**src/rtl/ls7404_share_arbiter.sv**
```systemverilog
// ---------------------------------------------------------------------------
// ls7404_share_arbiter
//
// Round-robin arbiter and sequencer for one shared ls7404 hex-inverter bank.
// One requester is granted at a time. Its operand is registered onto the
// bank input. After SETTLE_CYCLES clocks the bank output is captured and
// returned to that requester with a one-cycle valid pulse.
//
// Parameters
//   N_REQ          number of requesters (2..8)
//   WIDTH          operand width, matches the ls7404 a/y width
//   SETTLE_CYCLES  clocks inv_a is held before inv_y is sampled (>=1)
//
// Ports
//   clk        in   1            system clock, rising edge
//   rst_n      in   1            asynchronous active-low reset
//   req        in   N_REQ        request per user, held until its rsp_valid
//   req_data   in   N_REQ*WIDTH  operands, user i at [i*WIDTH +: WIDTH]
//   gnt        out  N_REQ        one-hot grant, high for the whole transaction
//   rsp_valid  out  N_REQ        one-cycle pulse to the granted user
//   rsp_data   out  WIDTH        captured inverter result, held until next capture
//   busy       out  1            high whenever the sequencer is not idle
//   inv_a      out  WIDTH        drive to the shared ls7404 .a input
//   inv_y      in   WIDTH        from the shared ls7404 .y output
//   grant_cnt  out  N_REQ*8      (ARB_GRANT_CNT_EN only) saturating per-user
//                                count of completed transactions
//
// Build option
//   ARB_GRANT_CNT_EN  when defined, adds the grant_cnt port and counters.
// ---------------------------------------------------------------------------
module ls7404_share_arbiter #(
  parameter int N_REQ         = 4,
  parameter int WIDTH         = 6,
  parameter int SETTLE_CYCLES = 2
) (
  input  logic                   clk,
  input  logic                   rst_n,
  input  logic [N_REQ-1:0]       req,
  input  logic [N_REQ*WIDTH-1:0] req_data,
  output logic [N_REQ-1:0]       gnt,
  output logic [N_REQ-1:0]       rsp_valid,
  output logic [WIDTH-1:0]       rsp_data,
  output logic                   busy,
  output logic [WIDTH-1:0]       inv_a,
  input  logic [WIDTH-1:0]       inv_y
`ifdef ARB_GRANT_CNT_EN
  ,
  output logic [N_REQ*8-1:0]     grant_cnt
`endif
);

  localparam int IDX_W = $clog2(N_REQ);
  localparam int CNT_W = $clog2(SETTLE_CYCLES + 1);

  typedef enum logic [1:0] {
    ST_IDLE   = 2'd0,
    ST_SETTLE = 2'd1,
    ST_DONE   = 2'd2
  } state_t;

  // -------------------------------------------------------------------------
  // Helpers
  // -------------------------------------------------------------------------

  // Next requester index, wrapping modulo N_REQ.
  function automatic logic [IDX_W-1:0] idx_incr(input logic [IDX_W-1:0] idx);
    logic [IDX_W-1:0] nxt;
    if (idx == IDX_W'(N_REQ - 1)) begin
      nxt = {IDX_W{1'b0}};
    end else begin
      nxt = idx + IDX_W'(1'b1);
    end
    return nxt;
  endfunction

  // First set request at or above start, wrapping around. The result is
  // only meaningful when at least one request bit is set.
  function automatic logic [IDX_W-1:0] rr_pick(input logic [N_REQ-1:0] r,
                                               input logic [IDX_W-1:0] start);
    logic [IDX_W-1:0] cand;
    logic [IDX_W-1:0] pick;
    logic             found;
    cand  = start;
    pick  = start;
    found = 1'b0;
    for (int k = 0; k < N_REQ; k++) begin
      if (!found && r[cand]) begin
        pick  = cand;
        found = 1'b1;
      end else begin
        found = found;
      end
      cand = idx_incr(cand);
    end
    return pick;
  endfunction

  // One-hot code for a requester index.
  function automatic logic [N_REQ-1:0] idx_onehot(input logic [IDX_W-1:0] idx);
    logic [N_REQ-1:0] v;
    v = {N_REQ{1'b0}};
    for (int i = 0; i < N_REQ; i++) begin
      if (idx == IDX_W'(i)) begin
        v[i] = 1'b1;
      end else begin
        v[i] = 1'b0;
      end
    end
    return v;
  endfunction

  // Operand slice belonging to requester idx.
  function automatic logic [WIDTH-1:0] operand_sel(input logic [N_REQ*WIDTH-1:0] data,
                                                   input logic [IDX_W-1:0]       idx);
    logic [WIDTH-1:0] d;
    d = {WIDTH{1'b0}};
    for (int i = 0; i < N_REQ; i++) begin
      if (idx == IDX_W'(i)) begin
        d = data[i*WIDTH +: WIDTH];
      end else begin
        d = d;
      end
    end
    return d;
  endfunction

  // -------------------------------------------------------------------------
  // State and next-state signals
  // -------------------------------------------------------------------------
  state_t           state_r;
  state_t           state_next_s;
  logic [IDX_W-1:0] rr_ptr_r;
  logic [IDX_W-1:0] rr_ptr_next_s;
  logic [IDX_W-1:0] winner_r;
  logic [IDX_W-1:0] winner_next_s;
  logic [CNT_W-1:0] settle_cnt_r;
  logic [CNT_W-1:0] settle_cnt_next_s;
  logic [N_REQ-1:0] gnt_r;
  logic [N_REQ-1:0] gnt_next_s;
  logic [N_REQ-1:0] rsp_valid_r;
  logic [N_REQ-1:0] rsp_valid_next_s;
  logic [WIDTH-1:0] rsp_data_r;
  logic [WIDTH-1:0] rsp_data_next_s;
  logic [WIDTH-1:0] inv_a_r;
  logic [WIDTH-1:0] inv_a_next_s;
  logic             busy_r;
  logic             busy_next_s;

  logic [IDX_W-1:0] pick_s;
  logic [WIDTH-1:0] operand_s;

  assign pick_s    = rr_pick(req, rr_ptr_r);
  assign operand_s = operand_sel(req_data, pick_s);

  // Next-state and next-output decode for the IDLE -> SETTLE -> DONE sequence.
  always_comb begin
    state_next_s      = state_r;
    rr_ptr_next_s     = rr_ptr_r;
    winner_next_s     = winner_r;
    settle_cnt_next_s = settle_cnt_r;
    gnt_next_s        = gnt_r;
    rsp_valid_next_s  = {N_REQ{1'b0}};
    rsp_data_next_s   = rsp_data_r;
    inv_a_next_s      = inv_a_r;

    case (state_r)
      ST_IDLE: begin
        if (req != {N_REQ{1'b0}}) begin
          winner_next_s     = pick_s;
          inv_a_next_s      = operand_s;
          gnt_next_s        = idx_onehot(pick_s);
          settle_cnt_next_s = CNT_W'(SETTLE_CYCLES);
          state_next_s      = ST_SETTLE;
        end else begin
          gnt_next_s = {N_REQ{1'b0}};
        end
      end

      ST_SETTLE: begin
        settle_cnt_next_s = settle_cnt_r - CNT_W'(1'b1);
        // Sampling on the last settle cycle makes the pulse land in DONE.
        if (settle_cnt_r == CNT_W'(1'b1)) begin
          rsp_data_next_s  = inv_y;
          rsp_valid_next_s = idx_onehot(winner_r);
          state_next_s     = ST_DONE;
        end else begin
          state_next_s = ST_SETTLE;
        end
      end

      ST_DONE: begin
        // No arbitration here. The next grant is decided in IDLE from the
        // advanced pointer.
        rr_ptr_next_s = idx_incr(winner_r);
        gnt_next_s    = {N_REQ{1'b0}};
        state_next_s  = ST_IDLE;
      end

      default: begin
        gnt_next_s        = {N_REQ{1'b0}};
        settle_cnt_next_s = {CNT_W{1'b0}};
        state_next_s      = ST_IDLE;
      end
    endcase

    busy_next_s = (state_next_s != ST_IDLE);
  end

  // FSM state register.
  always_ff @(posedge clk or negedge rst_n) begin
    if (!rst_n) begin
      state_r <= ST_IDLE;
    end else begin
      state_r <= state_next_s;
    end
  end

  // Datapath and output registers.
  always_ff @(posedge clk or negedge rst_n) begin
    if (!rst_n) begin
      rr_ptr_r     <= {IDX_W{1'b0}};
      winner_r     <= {IDX_W{1'b0}};
      settle_cnt_r <= {CNT_W{1'b0}};
      gnt_r        <= {N_REQ{1'b0}};
      rsp_valid_r  <= {N_REQ{1'b0}};
      rsp_data_r   <= {WIDTH{1'b0}};
      inv_a_r      <= {WIDTH{1'b0}};
      busy_r       <= 1'b0;
    end else begin
      rr_ptr_r     <= rr_ptr_next_s;
      winner_r     <= winner_next_s;
      settle_cnt_r <= settle_cnt_next_s;
      gnt_r        <= gnt_next_s;
      rsp_valid_r  <= rsp_valid_next_s;
      rsp_data_r   <= rsp_data_next_s;
      inv_a_r      <= inv_a_next_s;
      busy_r       <= busy_next_s;
    end
  end

  assign gnt       = gnt_r;
  assign rsp_valid = rsp_valid_r;
  assign rsp_data  = rsp_data_r;
  assign busy      = busy_r;
  assign inv_a     = inv_a_r;

`ifdef ARB_GRANT_CNT_EN
  // -------------------------------------------------------------------------
  // Per-requester saturating grant counters
  // -------------------------------------------------------------------------
  for (genvar g = 0; g < N_REQ; g++) begin : g_grant_cnt
    logic [7:0] cnt_r;

    // Count each completed transaction for this requester, stopping at 8'hFF.
    always_ff @(posedge clk or negedge rst_n) begin
      if (!rst_n) begin
        cnt_r <= 8'h00;
      end else if ((state_r == ST_DONE) && (winner_r == IDX_W'(g)) && (cnt_r != 8'hFF)) begin
        cnt_r <= cnt_r + 8'h01;
      end else begin
        cnt_r <= cnt_r;
      end
    end

    assign grant_cnt[g*8 +: 8] = cnt_r;
  end
`endif

endmodule

```
**config.mk**
```make
export PLATFORM = sky130hd
export DESIGN_NAME = ls7404_share_arbiter
export DESIGN_NICKNAME = d
export VERILOG_FILES = /design/src/rtl/ls7404_share_arbiter.sv
export SDC_FILE = /design/constraint.sdc
export NUM_CORES = 1
export LEC_CHECK = 0
export CAP_MARGIN = 20
export CORE_AREA = 3 3 88 56
export DETAILED_ROUTE_END_ITERATION = 10
export DIE_AREA = 0 0 91 59
export PLACE_DENSITY_LB_ADDON = 0.08
export SLEW_MARGIN = 20
export SYNTH_ARGS = -nofsm -noshare
export SYNTH_HDL_FRONTEND = slang
export SYNTH_SLANG_ARGS = --single-unit
```
**constraint.sdc**
```tcl
create_clock -name clk -period 2.7 [get_ports clk]
set_clock_uncertainty 0.05 [all_clocks]
set_input_delay 0.675 -clock clk [delete_from_list [all_inputs] [get_ports clk]]
set_output_delay 0.675 -clock clk [all_outputs]
set_load 0.05 [all_outputs]
```
Word-level counts from Yosys, hierarchy flattened
Index checks and enable logic that the tools add are counted.

Register bits: 29. Input port bits: 36. Output and inout port bits: 21. Logic and storage cells: 85.

Add/subtract/negate cells: 5. $lt $le $gt $ge: 4. Equal/unequal tests: 13. Mux-type cells: 39. Bitwise logic cells: 1. Reductions and logical operators: 14.

Operator list (number): two-way mux 6 bit (4); two-way mux 2 bit (10); equality test 2 bit, second input constant (8); two-way mux 1 bit (15); < comparator 2 x 3 -> 1 bit, second input constant (4); two-way mux 4 bit (3); adder 2 x 1 -> 2 bit, second input constant (4); binary-select mux 1 bit (select 2 bit) (4); equality test 2 x 1 -> 1 bit, second input constant (4); case mux 4 bit (2 select lines) (1); zero test 2 bit (3); case mux 2 bit (3 select lines) (1); AND reduction 2 bit (3); case mux 2 bit (2 select lines) (1); nonzero test 4 bit (1); logical AND 1 bit (3); zero test 1 bit (3); != test 2 bit, second input constant (1); nonzero test 2 bit (1); subtractor 2 x 1 -> 2 bit, second input constant (1); NOT 1 bit (1).

Depth between registers and ports, before layout
Word-level depth: 17. Gate-level depth with buffers: 10. Depth with buffers taken out: 8.

Least setup slack after synthesis
No wires, ideal clock.

Path type: flip-flop to flip-flop. Start point: register rr_ptr_r[0]. End point: register inv_a_r[0] (netlist: inv_a[0]). Setup time: 0.129 ns. Arrival time: 2.392 ns. Required time: 2.521 ns. Path slack: 0.129 ns. Stages on the path, launching flop included: 11. Buffers on the path: 2. Period minus slack after synthesis: 2.571 ns. Path through: dfrtp_1 -> ha_1 -> buf_6 -> nand2b_1 -> a311oi_2 -> o21ai_1 -> and3_4 -> a211oi_4 -> buf_6 -> mux2i_1 -> o22ai_1.

Cells in the longest elaborated chain, start to end: 17. Elaborated cells on any way between the ends: 37. Those cells by class: 3 x add/sub; 6 x eq/ne; 21 x mux; 7 x reduce/logical.

RTL lines: from (decl) (RTL line 132) `logic [IDX_W-1:0] rr_ptr_r;`; from (signal assigned) (RTL line 221) `rr_ptr_r <= {IDX_W{1'b0}};`; from (signal assigned) (RTL line 230) `rr_ptr_r <= rr_ptr_next_s;`; branches (longest 11 deep; another with adder 2 x 1 -> 2 bit); two-way mux 2 bit (*) (RTL line 87) `if (!found && r[cand]) begin`; zero test 2 bit (RTL line 118) `if (idx == IDX_W'(i)) begin`; two-way mux 6 bit (3 in series) (RTL line 118); two-way mux 6 bit (*) (RTL line 118); to (signal assigned) (RTL line 227) `inv_a_r <= {WIDTH{1'b0}};`; to (signal assigned) (RTL line 236) `inv_a_r <= inv_a_next_s;`; to (decl) (RTL line 144) `logic [WIDTH-1:0] inv_a_r;`.

Mark *: on every way between the ends. The select of a mux whose other input is x is not followed. A chain may end at the register's enable or synchronous reset.

Final worst setup path
Start point: register rr_ptr_r[1]. End point: register inv_a_r[0] (netlist: inv_a[0]).

Same word-level chain as after synthesis.

==> metrics.md <==
| Metric | Value |
|---|---|
| Synth top area share | `a little over two fifths` |
| Status | `completed` |
| TritonRoute pass-1 iters | `4` |
| Part of the power in the clock network | `approximately a tenth` |
| Diode count | `0` |
| Reg2Reg Depth | `11` |
| Area grow syn2layout | `48.7%` |
| Placed Cells | `284` |
| Setup crit start kind | `flip-flop` |
| Worst IR Drop VDD | `0.000801 V` |
| P_leak | `0.00114 uW` |
| Largest net degree at the start of global routing | `30` |
| Period minus WS final | `2.57 ns` |
| Register share of total power | `21.7%` |
| CTS sink cnt | `29` |
| Fraction of layout cells with a size suffix above 1 | `21.7%` |
| CP Data Required Time | `~2.8 ns` |
| CP Buf/Inv Count | `3` |
| Max Fclk | `0.389 GHz` |
| GP Congestion | `0.795` |
| Crit Path Class | `flip-flop to flip-flop` |
| Final Setup Violations | `0` |
| Fin cells | `295` |
| Crit path top cell by count | `buf_4` |
| Sw power | `approximately 1500 uW` |
| DR vias/cell | `5.04` |
| Initial antenna violation count | `0` |
| DIE HEIGHT | `59 um` |
| Final cell utilization of the core | `61.0%` |
| Async S/R FF share, synth | `100%` |
| Via count | `1487` |
| Switching Share | `44.7%` |
| Max-Cap Viols | `0` |
| Int Pwr | `1810 uW` |
| Final hold violations | `0` |
| Synthesized flop and latch total | `29` |
| Fin worst setup slack | `0.131 ns` |
| First-pass GRT wire length | `6960 um` |
| CTS buffer count | `5` |
| Overall power | `3270 uW` |
| Place WS | `-0.562 ns` |
| Critical path cell sequence | `ha_1, buf_4, and3b_1, a31oi_2, o21ai_1, buf_4, o31a_2, nand3b_2, buf_4, a21boi_0, o22ai_1` |
| Hold Path Class | `flip-flop to flip-flop` |
| Ports | `57` |
| GRT Resource Usage Total | `16.4%` |
| Worst skew pair latency | `approximately 0.28 ns` |
| Slowest-stage cell, CP | `dfrtp_1` |
| Crit end category | `flip-flop` |
| Predominant post-synthesis flop cell | `dfrtp_1` |
| Global route overflow | `0` |
| DP HPWL | `between 3000 and 4000 um` |
| CP delay by family, top | `compound AO/OA/AOI/OAI gates` |
| CTS tree | `yes` |
| Root buf cell | `clkbuf_8` |
| Yosys Warn Count | `0` |
| Initial core utilization | `roughly two fifths` |
| Worst hold path stage count | `2` |
| DRC | `0` |
| Gate Count Post-Synth | `about 160` |
| Routed WL per cell | `approximately 14 um` |
| Headroom to the max-slew limit | `around two thirds` |
| Std cell rows | `18` |
| Yosys top cell by area | `dfrtp_1` |
| Seq/Total Area, Yosys | `around 43%` |
| Max Slew Vio Count | `0` |
| DIE WIDTH | `91 um` |
| Drt initial violations | `104` |
| CTS H-tree depth | `2` |
| Syn_area_per_cell | `10.7 um2` |
| Syn nets | `around 200` |
| Die area | `0.00537 mm2` |
| Critical path arrival | `2.68 ns` |
| Core area | `approximately 0.0041 mm2` |
| Reg clk slew, reported paths | `0.06 ns` |
| Final period utilization | `95.1%` |
| Area contributors post-synth | `dfrtp_1, mux2_2, mux2i_1` |
| Max FO, Critical Path | `9` |
| Port bufs | `56` |
| Total stage count of the critical path | `11` |
| Number of global-route vias before repair | `1579` |
| Synth unique cells | `39` |
| Post-synth EDFFs | `0` |
| Final hold slack | `0.442 ns` |
| Power Dens Cells | `1290 mW/mm2` |
| CP peak stage delay | `0.40 ns` |
| Comb pwr share | `between 60 and 70%` |
| Routed Antenna Nets | `0` |
| Bufs on Longest Clock Path | `2` |
| Nets@finish | `276` |
| Post-synthesis cell area | `0.00170 mm2` |
| Worst-margin pin slew | `0.518 ns` |
| Drt total wl | `4070 um` |
worst register-to-register path, delay by kind of cell (launching register included):
family / cells / cell delay [ns]
simple gates: 2 / 0.28
compound gates: 5 / 0.92
flops: 1 / 0.40
fa+ha+maj: 1 / 0.31
buf+inv: 3 / 0.49
routing by layer:
| layer | wire length, um | global-route usage [%] |
|---|---|---|
| met5 | 0 | 0 |
| met4 | 23 | 3.86 |
| met3 | 296 | 5.33 |
| met2 | 1800 | 26.6 |
| met1 | 1950 | 21.7 |
cells in the mapped netlist, types with 2 or more instances:
master / instances
nand2_1: 9
nor2b_1: 2
nand2b_1: 5
a21boi_0: 7
o22ai_1: 7
a31oi_1: 2
mux2i_1: 12
mux2_2: 13
ha_1: 6
dfrtp_1: 29
nor2_1: 6
buf_6: 3
and3_1: 4
a21oi_1: 15
inv_1: 9
o21ai_0: 7
path summary, 6_finish.rpt:
path / endpoint / slack [ns] / startpoint
worst max-delay path: inv_a[0] / 0.13 / rr_ptr_r[1]
worst min-delay path: gnt[2] / 0.44 / gnt[2]
worst max register to register: inv_a[0] / 0.13 / rr_ptr_r[1]
worst min register to register: gnt[2] / 0.44 / gnt[2]
max in group asynchronous: rsp_data[4] / 1.60 / rst_n
min in group asynchronous: busy / 0.71 / rst_n
power groups by stage:
stage	registers [uW]	logic [uW]	clock network [uW]
after floorplan	1060	1170	0
after global placement	704	2050	0
after detailed placement	714	2080	0
after CTS	710	2190	358
after global routing	733	2400	381
final	712	2210	346
placed cells by master (no fill, tap or decap), types with 2 or more instances in the layout:
cell / n
dfrtp_1: 29
buf_4: 17
clkdlybuf4s50_1: 52
a21boi_1: 3
a21boi_0: 3
mux2_2: 13
nor2b_1: 2
dlygate4sd2_1: 3
clkinv_2: 2
mux2i_1: 11
a21oi_1: 15
o21ai_0: 7
inv_1: 9
nand2_1: 9
nor2_1: 6
clkbuf_8: 5
and3_1: 4
o22ai_1: 7
ha_1: 6
nand2b_1: 5
registers in the layout (all words and copies together) (netlist names):
| register | flops |
|---|---|
| inv_a | 6 |
| rsp_data | 6 |
| state_r | 2 |
| rr_ptr_r | 2 |
| gnt | 4 |
| settle_cnt_r | 2 |
| rsp_valid | 4 |
| busy | 1 |
| winner_r | 2 |
cell type report:
type | instances | area, um2
fill | 357 | 1620
tap | 60 | 75.1
clock inverter | 3 | 17.5
inverter | 9 | 33.8
clock buffer | 5 | 68.8
sequential | 29 | 726
multi-input combinational | 115 | 900
timing repair buffer | 74 | 707
metrics by stage:
step           cell area [um2]  TNS (ns)
2_1_floorplan             1700         0
3_3_place_gp              2390     -4.53
3_5_place_dp              2390     -5.65
4_1_cts                   2510         0
5_1_grt                   2530  -0.00336
6_report                  2530         0
repair_timing:
action                     in CTS  in global routing
setup buffers                   3                  0
resized for setup               4                  8
hold buffers                    0                  0
setup endpoints to repair      11                 11
hold endpoints to repair        0                  0
pin swaps                       2                  2
kinds of logic (layout without fill, tap and decap cells):
group,Yosys count,after routing,synth area share (%)
buffers and inverters,15,91,5.15
AOI/OAI and AO/OA,48,48,19.1
and+or+nand+nor,34,34,11.1
muxes,26,26,17.0
adders and majority gates,6,6,4.42
xor gates and xnor gates,1,1,0.516
DFF,29,29,42.7
No activity file was read; power rests on OpenSTA's default activity.
